--- src/rtl/pc_seq.sv ---
// Program counter sequencer: increment, absolute/relative branch, and call/return
// through a small LIFO return-address stack with sticky overflow/underflow flags.
module pc_seq #(
  parameter int Psize  = 6,
  parameter int Sdepth = 4
) (
  input  logic                     clk,
  input  logic                     reset,
  input  logic                     en,
  input  logic                     PCincr,
  input  logic                     PCabsbranch,
  input  logic                     PCrelbranch,
  input  logic                     call,
  input  logic                     ret,
  input  logic [Psize-1:0]         Branchaddr,
  output logic [Psize-1:0]         PCout,
  output logic [$clog2(Sdepth):0]  depth,
  output logic                     stack_ovf,
  output logic                     stack_unf
);

  localparam int AW = $clog2(Sdepth);
  localparam int DW = AW + 1;

  logic [Psize-1:0] r_pc_reg, r_pc_next;
  logic [DW-1:0]    r_depth_reg, r_depth_next;
  logic             r_ovf_reg, r_ovf_next;
  logic             r_unf_reg, r_unf_next;
  logic [Psize-1:0] r_stack [Sdepth];

  logic [Psize-1:0] w_pc_inc;
  logic [Psize-1:0] w_pc_rel;
  logic             w_full;
  logic             w_empty;
  logic [AW-1:0]    w_top_idx;
  logic [AW-1:0]    w_push_idx;
  logic [Psize-1:0] w_top;
  logic             w_push;

  // Same-width add: sign extension of the offset to Psize bits is the identity.
  assign w_pc_inc   = r_pc_reg + Psize'(1);
  assign w_pc_rel   = r_pc_reg + Branchaddr;
  assign w_full     = (r_depth_reg == DW'(Sdepth));
  assign w_empty    = (r_depth_reg == '0);
  assign w_top_idx  = AW'(r_depth_reg - DW'(1));
  assign w_push_idx = r_depth_reg[AW-1:0];
  assign w_top      = r_stack[w_top_idx];
  assign w_push     = en && !reset && !ret && call && !w_full;

  always_comb begin
    r_pc_next    = r_pc_reg;
    r_depth_next = r_depth_reg;
    r_ovf_next   = r_ovf_reg;
    r_unf_next   = r_unf_reg;
    if (en) begin
      if (ret) begin
        if (w_empty) begin
          r_unf_next = 1'b1;
          r_pc_next  = w_pc_inc;
        end else begin
          r_pc_next    = w_top;
          r_depth_next = r_depth_reg - DW'(1);
        end
      end else if (call) begin
        r_pc_next = Branchaddr;
        if (w_full) begin
          r_ovf_next = 1'b1;
        end else begin
          r_depth_next = r_depth_reg + DW'(1);
        end
      end else if (PCabsbranch) begin
        r_pc_next = Branchaddr;
      end else if (PCrelbranch) begin
        r_pc_next = w_pc_rel;
      end else if (PCincr) begin
        r_pc_next = w_pc_inc;
      end
    end
  end

  always_ff @(posedge clk) begin
    if (reset) begin
      r_pc_reg    <= '0;
      r_depth_reg <= '0;
      r_ovf_reg   <= 1'b0;
      r_unf_reg   <= 1'b0;
    end else begin
      r_pc_reg    <= r_pc_next;
      r_depth_reg <= r_depth_next;
      r_ovf_reg   <= r_ovf_next;
      r_unf_reg   <= r_unf_next;
    end
  end

  // Stack storage needs no reset: entries at or above depth are never read.
  always_ff @(posedge clk) begin
    if (w_push) begin
      r_stack[w_push_idx] <= w_pc_inc;
    end
  end

  assign PCout     = r_pc_reg;
  assign depth     = r_depth_reg;
  assign stack_ovf = r_ovf_reg;
  assign stack_unf = r_unf_reg;

endmodule

--- config.mk ---
export PLATFORM = sky130hd
export DESIGN_NAME = pc_seq
export DESIGN_NICKNAME = d
export VERILOG_FILES = /design/src/rtl/pc_seq.sv
export SDC_FILE = /design/constraint.sdc
export NUM_CORES = 1
export LEC_CHECK = 0
export ABC_CLOCK_PERIOD_IN_PS = 4300
export CAP_MARGIN = 0
export CORE_AREA = 2 2 59 66
export DETAILED_ROUTE_END_ITERATION = 6
export DIE_AREA = 0 0 61 68
export PLACE_DENSITY = 0.83
export SKIP_LAST_GASP = 1
export SLEW_MARGIN = 20
export SYNTH_ARGS = -nofsm -noshare
export SYNTH_HDL_FRONTEND = slang
export SYNTH_SLANG_ARGS = --single-unit
--- constraint.sdc ---
create_clock -name clk -period 4.3 [get_ports clk]
set_input_delay 0.645 -clock clk [delete_from_list [all_inputs] [get_ports clk]]
set_output_delay 0.645 -clock clk [all_outputs]
set_load 0.05 [all_outputs]
Word-level counts from Yosys, hierarchy flattened

Memory sizes are Yosys's and may differ from the RTL's.
Cells that the tools add are included.

Bitwise gates (word level): 1
Add/subtract/negate cells: 4
Reduce and logical (&&, ||, !) cells: 14
Equal/unequal tests: 3
Mux-type cells: 12

Operators by type and width:

| kind                                                                | count |
|---|---|
| 6-bit 2-to-1 mux                                                    | 6 |
| 3-bit 2-to-1 mux                                                    | 4 |
| 4-bit AND reduction                                                 | 2 |
| 6-bit by 1-bit adder with 6-bit output (second input constant)      | 1 |
| 6-bit adder                                                         | 1 |
| 5-bit nonzero test                                                  | 1 |
| 1-bit logical AND                                                   | 4 |
| 2-bit inequality test (second input constant)                       | 2 |
| 3-bit by 1-bit adder with 3-bit output (second input constant)      | 1 |
| 3-bit == test (second input constant)                               | 1 |
| 1-bit logical NOT                                                   | 3 |
| 3-bit logical NOT                                                   | 1 |
| 3-bit AND reduction                                                 | 1 |
| 3-bit by 1-bit subtractor with 3-bit output (second input constant) | 1 |
| 1-bit 2-to-1 mux                                                    | 2 |
| 2-bit AND reduction                                                 | 1 |
| 2-bit nonzero test                                                  | 1 |
| 1-bit inverter                                                      | 1 |

Logic and storage cells: 39
Input bits: 14
Output and inout bits: 11
Memories: 1
Register bits after elaboration: 11
Bits in writable memories: 24

Memory list:

| memory  | words | width | rd ports | clocked after Yosys merged registers in | wr ports | RTL line | source |
|---|---|---|---|---|---|---|---|
| r_stack | 4     | 6     | 1        | 0                                       | 1        | 29       | `logic [Psize-1:0] r_stack [Sdepth];` |

Logic depth before layout (Yosys ltp)

Gate-level depths: netlist of the first run.

Depth after elaboration: 7
Mapped depth: 9
Gate-level depth less buffers: 8

Worst setup path after synthesis of the first run

No wires, ideal clock.

Path type: reg2reg
Start point: reg r_depth_reg[0] (netlist: depth[0])
End point: reg r_pc_reg[0] (netlist: PCout[0])
Period minus slack after synthesis: 2.401 ns
Setup slack: 1.899 ns
Arrival: 2.283 ns
Buffers on the path: 2
Cell stages (with the launch flop): 9
Library setup time: 0.118 ns
Required time: 4.182 ns
Cells stage by stage: dfxtp_1 buf_4 inv_1 ha_1 clkbuf_1 mux4_2 mux2_2 o21ai_1 nor2_1

Cells in the longest elaborated chain, start to end: 4
Elaborated cells between the ends (all ways): 5
Classes of those cells: 1 x add/sub; 2 x mux; 1 x reduce/logical; 1 x memory

Ends and longest elaborated chain:

| element                                     | RTL line | source |
|---|---|---|
| start: declaration                          | 26       | `logic [DW-1:0] r_depth_reg, r_depth_next;` |
| start signal: assignment                    | 89       | `r_depth_reg <= r_depth_next;` |
| 3-bit by 1-bit subtractor with 3-bit output | n/a      |  |
| memory read 4 x 6 bit                       | n/a      |  |
| 6-bit 2-to-1 mux (*)                        | 57       | `if (w_empty) begin` |
| 6-bit 2-to-1 mux (*)                        | 56       | `if (ret) begin` |
| end signal: assignment                      | 88       | `r_pc_reg <= r_pc_next;` |
| end: declaration                            | 25       | `logic [Psize-1:0] r_pc_reg, r_pc_next;` |

Every way passes the cells marked *; elsewhere a longest branch is shown, timed or not.
A chain may end at the register's enable or synchronous reset.

Final worst setup path of the first run

Start point: in ret
End point: mem r_stack[2][1], enable pin

Cells in the longest elaborated chain, start to end: 6

Ends and longest elaborated chain:

| element                                | RTL line | source |
|---|---|---|
| start: declaration                     | 14       | `input logic ret,` |
| 1-bit logical NOT                      | 48       | `assign w_push = en && !reset && !ret && call && !w_full;` |
| 1-bit logical AND (3 in a row)         | 48       |  |
| 1-bit 2-to-1 mux                       | 97       | `if (w_push) begin` |
| 1-bit 2-to-1 mux (not written as such) | 98       | `r_stack[w_push_idx] <= w_pc_inc;` |
| end: declaration                       | 29       |  |

Every way passes these cells.

==> impl_results.md, run 1 <==
* Critical path peak fanout at 15
* Port Buf Inserts at 24
* Worst min-delay path category: reg2reg
* Placed cell area at 2230 sq um
* Setup TNS Final at 0 ps
* Synthesized Nets at 208
* Final wirelength at 4.54 mm
* Yosys Warn Count at 0
* Clock Skew at 6.16 ps
* Placed Cells at 247
* Largest net degree at the start of global routing at 16
* Routed len/inst at 17.8 um
* Post-CTS Setup Bufs at 0
* Vert. Die Dim at 68 um
* Req. time, crit path at 4270 ps
* Grt total ovfl at 0
* Hold Vio Cnt, Final at 0
* H-tree Lvls at 2
* # Max-Cap Violations at 0
* Internal reg-to-reg setup slack at 1780 ps
* CTS sink count at 35
* Min-Delay Startpoint: stack_ovf
* Place WS at 1440 ps
* Most common cell in the netlist: edfxtp_1
* Synth Flop Type: edfxtp_1
* Sequential area share after synthesis at 47.3%
* Setup CP Type: in2reg
* Util after Layout at 66.9%
* Final std cell area, no fill at 2370 sq um
* Clock transition at path regs at 70 ps
* Worst hold-check slack at 475 ps
* Total GRT Usage at 24.4%
* Syn Area/Cell at 11.0 sq um
* Average vias per placed instance at 5.87
* RSZ-0062 raised after global routing: false
* VDD IR max at 0.326 mV
* Busiest grt layer: met2
* Met2 Use GR at 42.5%
* Register area at 941 sq um
* Worst setup EP type: register
* Synth-to-layout area growth at 19.0%
* Fillers at 273
* Initial Util at 56.2%
* Post-Syn Instances at 181
* Slack of the critical path at 1690 ps
* Worst r2r src: depth[0]
* Top cells by area, synth: edfxtp_1 (36%), dfxtp_1 (11%), ha_1 (7.5%), mux4_2 (6.8%), o21ai_0 (3.0%)
* Power Total at 0.960 mW
* Number of enable flip-flop cells after synthesis at 24
* DRT antenna net count at 0
* Ys async rst share at 0%
* Critical path origin: ret
* Area of the multi-input gates at 943 sq um
* CTS tree: done
* Die area at 4150 sq um
* DRT Pass-1 Iters at 4
* Slew margin rel. at 60.1%
* Starting DRC count in detailed routing at 146
* Number of global-route vias before repair at 1437
* DRC at 0
* # hold bufs at CTS at 0
* Gpl congestion at 0.910
* Outcome: finished clean
* First-pass GRT wire length at 7.01 mm
* Antenna violations before repair at 0
* Final setup violating endpoints at 0
* Final std cells w/o fill at 255
* Die X at 61 um
* Dominant cell type by area after synthesis: edfxtp_1
* TritonCTS Buffers at 5
* Critical Path AT at 2580 ps
* CORE AREA at 3540 sq um
* Synth cell count leaders: edfxtp_1 (24), nor2_1 (16), ha_1 (12), inv_1 (12), o21ai_0 (12)
* Ant diodes at 0
* Detail Placement HPWL at 3.44 mm
* Clk_lat worst skew at 290 ps
* Pwr/cell area at 405 nW/um^2
* R2r endpoint: r_stack[2][1]
* CP Launch Type: primary input
* Max Slew Vio Count at 0
* Met1 GRT Util at 27.7%
* IO Count at 25
* CTS resizes at 0
* Crit path to: r_stack[2][1]
* Final #Nets at 231
* Leak Pwr at 0.862 nW
* Unique masters post-synth at 42
* Rows at 23
* Via count at 1496
* Cell Area, Synth at 1990 sq um
* Min cycle time layout at 2610 ps
* Post-synthesis register bit count at 35
* Max clock buf depth at 2
* Layout cell share with drive strength beyond 1 at 9.27%
* Fin crit share at 60.8%
* GR Util met3 at 6.81%
* Worst Reg-to-Reg Cells at 5
* Peak Freq at 383 MHz
* Clock root cell: clkbuf_8
* Slew at the pin closest to its max-slew limit at 596 ps
* Synth top area share at 36.2%
## where the power goes
part	internal (mW)	total [mW]	switching [mW]
Combinational	0.0887	0.216	0.127
Sequential	0.376	0.395	0.0185
Clock	0.231	0.350	0.119
## worst max-delay path, stage by stage
cell             delay [ps]
clkdlybuf4s50_1         650
nor2b_1                 370
nand2_1                  90
nor3_1                  450
and2_1                  370
## metal layers
layer  vias to the layer above  routed length [um]
met1                       695                1700
met5                         -                   0
met4                         0                 129
met2                        68                2410
li1                        720                   -
met3                        13                 298
## kinds of logic (layout without fill, tap and decap cells)
| family | count (synthesis) | in the layout | synth area share (%) |
|---|---|---|---|
| fa+ha+maj | 13 | 13 | 8.55 |
| compound gates | 43 | 43 | 13.7 |
| buf+inv | 20 | 44 | 5.34 |
| mux | 10 | 10 | 8.86 |
| xor+xnor | 6 | 6 | 2.64 |
| simple gates | 54 | 54 | 13.6 |
| flops | 35 | 35 | 47.3 |
## cell type report
cell class	count	share of cell area, %
Clock buffer	5	2.91
Clock inverter	3	2.85
Inverter	12	1.90
Multi-Input combinational cell	126	39.8
Sequential cell	35	39.7
Tap cell	50	2.64
Timing Repair Buffer	24	10.1
## worst min-delay path by stage
stage | to | slack, ps | cells past startpoint
after floorplan | PCout[3] | 730 | 3
after global placement | stack_unf | 450 | 2
after detailed placement | stack_ovf | 460 | 2
after CTS | stack_ovf | 480 | 2
after global routing | stack_ovf | 530 | 2
final | stack_ovf | 480 | 2
## flip-flops by register name (all words and copies together), names as in the netlist
name	flops
stack_unf	1
r_stack	24
stack_ovf	1
PCout	6
depth	3
## cell usage in the layout, fill, tap and decap left out, types with 5 or more instances in the layout
cell type / n
o21ai_0: 12
nor2_1: 16
edfxtp_1: 24
inv_1: 12
dfxtp_1: 11
clkbuf_8: 5
nand3_1: 9
a31oi_1: 8
mux4_2: 6
nand2_1: 11
clkdlybuf4s50_1: 24
a21oi_1: 9
ha_1: 12
(Power assumes the default switching activity.)
==> run 2: changes to the inputs <==
--- a/config.mk
+++ b/config.mk
@@ -5,12 +5,12 @@
 export SDC_FILE = /design/constraint.sdc
 export NUM_CORES = 1
 export LEC_CHECK = 0
-export ABC_CLOCK_PERIOD_IN_PS = 4300
+export ABC_CLOCK_PERIOD_IN_PS = 2440
 export CAP_MARGIN = 0
-export CORE_AREA = 2 2 59 66
+export CORE_AREA = 2 2 61 69
 export DETAILED_ROUTE_END_ITERATION = 6
-export DIE_AREA = 0 0 61 68
-export PLACE_DENSITY = 0.83
+export DIE_AREA = 0 0 63 71
+export PLACE_DENSITY = 0.77
 export SKIP_LAST_GASP = 1
 export SLEW_MARGIN = 20
 export SYNTH_ARGS = -nofsm -noshare
==> constraint.sdc (replaced) <==
create_clock -name clk -period 2.44 [get_ports clk]
set_input_delay 0.366 -clock clk [delete_from_list [all_inputs] [get_ports clk]]
set_output_delay 0.366 -clock clk [all_outputs]
set_load 0.05 [all_outputs]
==> run 2 against run 1 <==
Effect of this change: critical path depth increased by 4; clock power increased by 15%; largest power group unchanged; combinational power increased by 81%; critical path type unchanged; via count decreased by 0.13%; sequential power increased by 73%; non-clock buffer count increased by 7; sequential cell count unchanged; register-to-register slack got worse by 1400 ps; hold slack got worse by 3.1 ps; global-route usage decreased by 3.7 points.
==> impl_results.md, run 2 (synthesized netlist as in run 1, its figures left out) <==
* Hold Vio Cnt, Final at 0
* Layout cell share with drive strength beyond 1 at 11.3%
* TritonCTS Buffers at 5
* Antenna violations before repair at 0
* First-pass GRT wire length at 6.98 mm
* Power Total at 1.48 mW
* Worst Path Buf+Inv at 2
* Fin crit share at 85.2%
* CORE AREA at 3810 sq um
* Largest net degree at the start of global routing at 12
* Critical path peak fanout at 3
* Net Sw Frac at 30.8%
* Via count at 1494
* Cell internal pwr at 1.02 mW
* # hold bufs at CTS at 0
* Setup TNS Final at 0 ps
* Ant diodes at 0
* Outcome: finished clean
* Setup CP Type: in2reg
* Vert. Die Dim at 71 um
* # Max-Cap Violations at 0
* Crit-path slowest cell: clkdlybuf4s50_1
* Slew at the pin closest to its max-slew limit at 557 ps
* DRC at 0
* Slew margin rel. at 62.8%
* Critical-path cell list: clkdlybuf4s50_1 -> ha_1 -> inv_1 -> fa_1 -> nand2b_1 -> a21oi_1 -> mux2i_1 -> nand3_1 -> a31oi_1
* Clk pwr share at 27.2%
* Max clock buf depth at 2
* Logic pwr share at 26.5%
* DRT Pass-1 Iters at 4
* Starting DRC count in detailed routing at 135
* Worst r2r src: depth[1]
* CP Launch Type: primary input
* Clock transition at path regs at 70 ps
* Internal reg-to-reg setup slack at 360 ps
* Min-Delay Startpoint: stack_ovf
* Grt total ovfl at 0
* Power share of the sequential group at 46.3%
* Req. time, crit path at 2660 ps
* Clock root cell: clkbuf_8
* Clk_lat worst skew at 290 ps
* Endpoint, Worst Hold: stack_ovf
* Die area at 4470 sq um
* Worst hold-check slack at 472 ps
* Synth-to-layout area growth at 19.0%
* Die X at 63 um
* Pwr/cell area at 625 nW/um^2
* VDD IR max at 0.473 mV
* Initial Util at 52.2%
* CTS tree: done
* Worst setup EP type: register
* Most flops, register: r_stack
* H-tree Lvls at 2
* Peak Freq at 481 MHz
* Largest stage delay, worst path at 500 ps
* Port Buf Inserts at 24
* Placed cell area at 2290 sq um
* Gpl congestion at 0.857
* RSZ-0062 raised after global routing: false
* Average vias per placed instance at 5.66
* Final #Nets at 238
* Leak Pwr at 0.875 nW
* Post-CTS Setup Bufs at 0
* DRT antenna net count at 0
* Number of global-route vias before repair at 1483
* Worst min-delay path category: reg2reg
* R2r endpoint: depth[1]
* Final std cell area, no fill at 2370 sq um
* Worst path depth at 9
* Detail Placement HPWL at 3.25 mm
* Final setup violating endpoints at 0
* Crit path max-delay family: adder cells
* IO Count at 25
* CTS sink count at 35
* Min cycle time layout at 2080 ps
* Max reg flops at 24
* Final wirelength at 4.19 mm
* Max Slew Vio Count at 0
* Total GRT Usage at 20.7%
* Worst Reg-to-Reg Cells at 7
* Fillers at 329
* Critical Path AT at 2300 ps
* Clock Skew at 8.24 ps
* Hold depth at 2
* Rows at 24
* Routed len/inst at 15.9 um
* Most frequent cells in the layout: clkdlybuf4s50_1 (24), edfxtp_1 (24), nor2_1 (16)
* Net Switching at 0.455 mW
* CTS resizes at 0
[run 2: changes by cell type in the layout (fill, tap and decap cells not counted), sizes merged]
cell,delta
buf,+7
bufinv,-2
clkbuf,+1
clkinv,+2
clkinvlp,-1
[run 2: through the flow]
| stage | setup WS (ps) | util [%] | cells |
|---|---|---|---|
| floorplan | 39.2 | - | 181 |
| global placement | 162 | 60.0 | 256 |
| detailed placement | 49.8 | 60.0 | 256 |
| CTS | 353 | 62.1 | 264 |
| global route | 98.8 | 62.1 | 264 |
| finish | 360 | 62.1 | 264 |
[run 2: layout make-up]
cell class | instances | area [sq um] | share of cell area (%)
repair buffers | 31 | 293 | 12.4
clock inverters | 2 | 8.76 | 0.370
well taps | 52 | 65.1 | 2.75
clock buffers | 6 | 72.6 | 3.06
inverters | 12 | 45.0 | 1.90
multi-input cells | 126 | 943 | 39.8
flip-flops and latches | 35 | 941 | 39.7
[run 2: power by group through the flow]
stage / Clock (mW) / Combinational, mW / Sequential (mW)
3_5_place_dp: 0 / 0.391 / 0.698
2_1_floorplan: 0 / 0.218 / 0.752
3_3_place_gp: 0 / 0.380 / 0.696
5_1_grt: 0.437 / 0.427 / 0.687
4_1_cts: 0.411 / 0.393 / 0.685
6_report: 0.402 / 0.392 / 0.685
[run 2: worst max path at each step]
stage	start	end	slack, ps
6_report	Branchaddr[0]	PCout[4]	360
5_1_grt	depth[1]	depth[1]	100
4_1_cts	Branchaddr[0]	PCout[4]	350
3_5_place_dp	Branchaddr[0]	PCout[4]	50
3_3_place_gp	Branchaddr[0]	PCout[4]	160
2_1_floorplan	depth[0]	PCout[0]	40
[run 2: worst min-delay path, stage by stage (launching register included)]
cell and delay [ps]:
dfxtp_1 330, a31oi_1 40, nor2_1 70
[run 2: layer usage]
layer	part of all wire [%]	wire length, um	track usage, %	up-vias
met5	0	0	0	-
met4	0.91	38	6.67	0
met3	4.8	202	5.72	4
met2	53	2210	35.3	44
met1	42	1740	25.4	720
li1	-	-	-	726
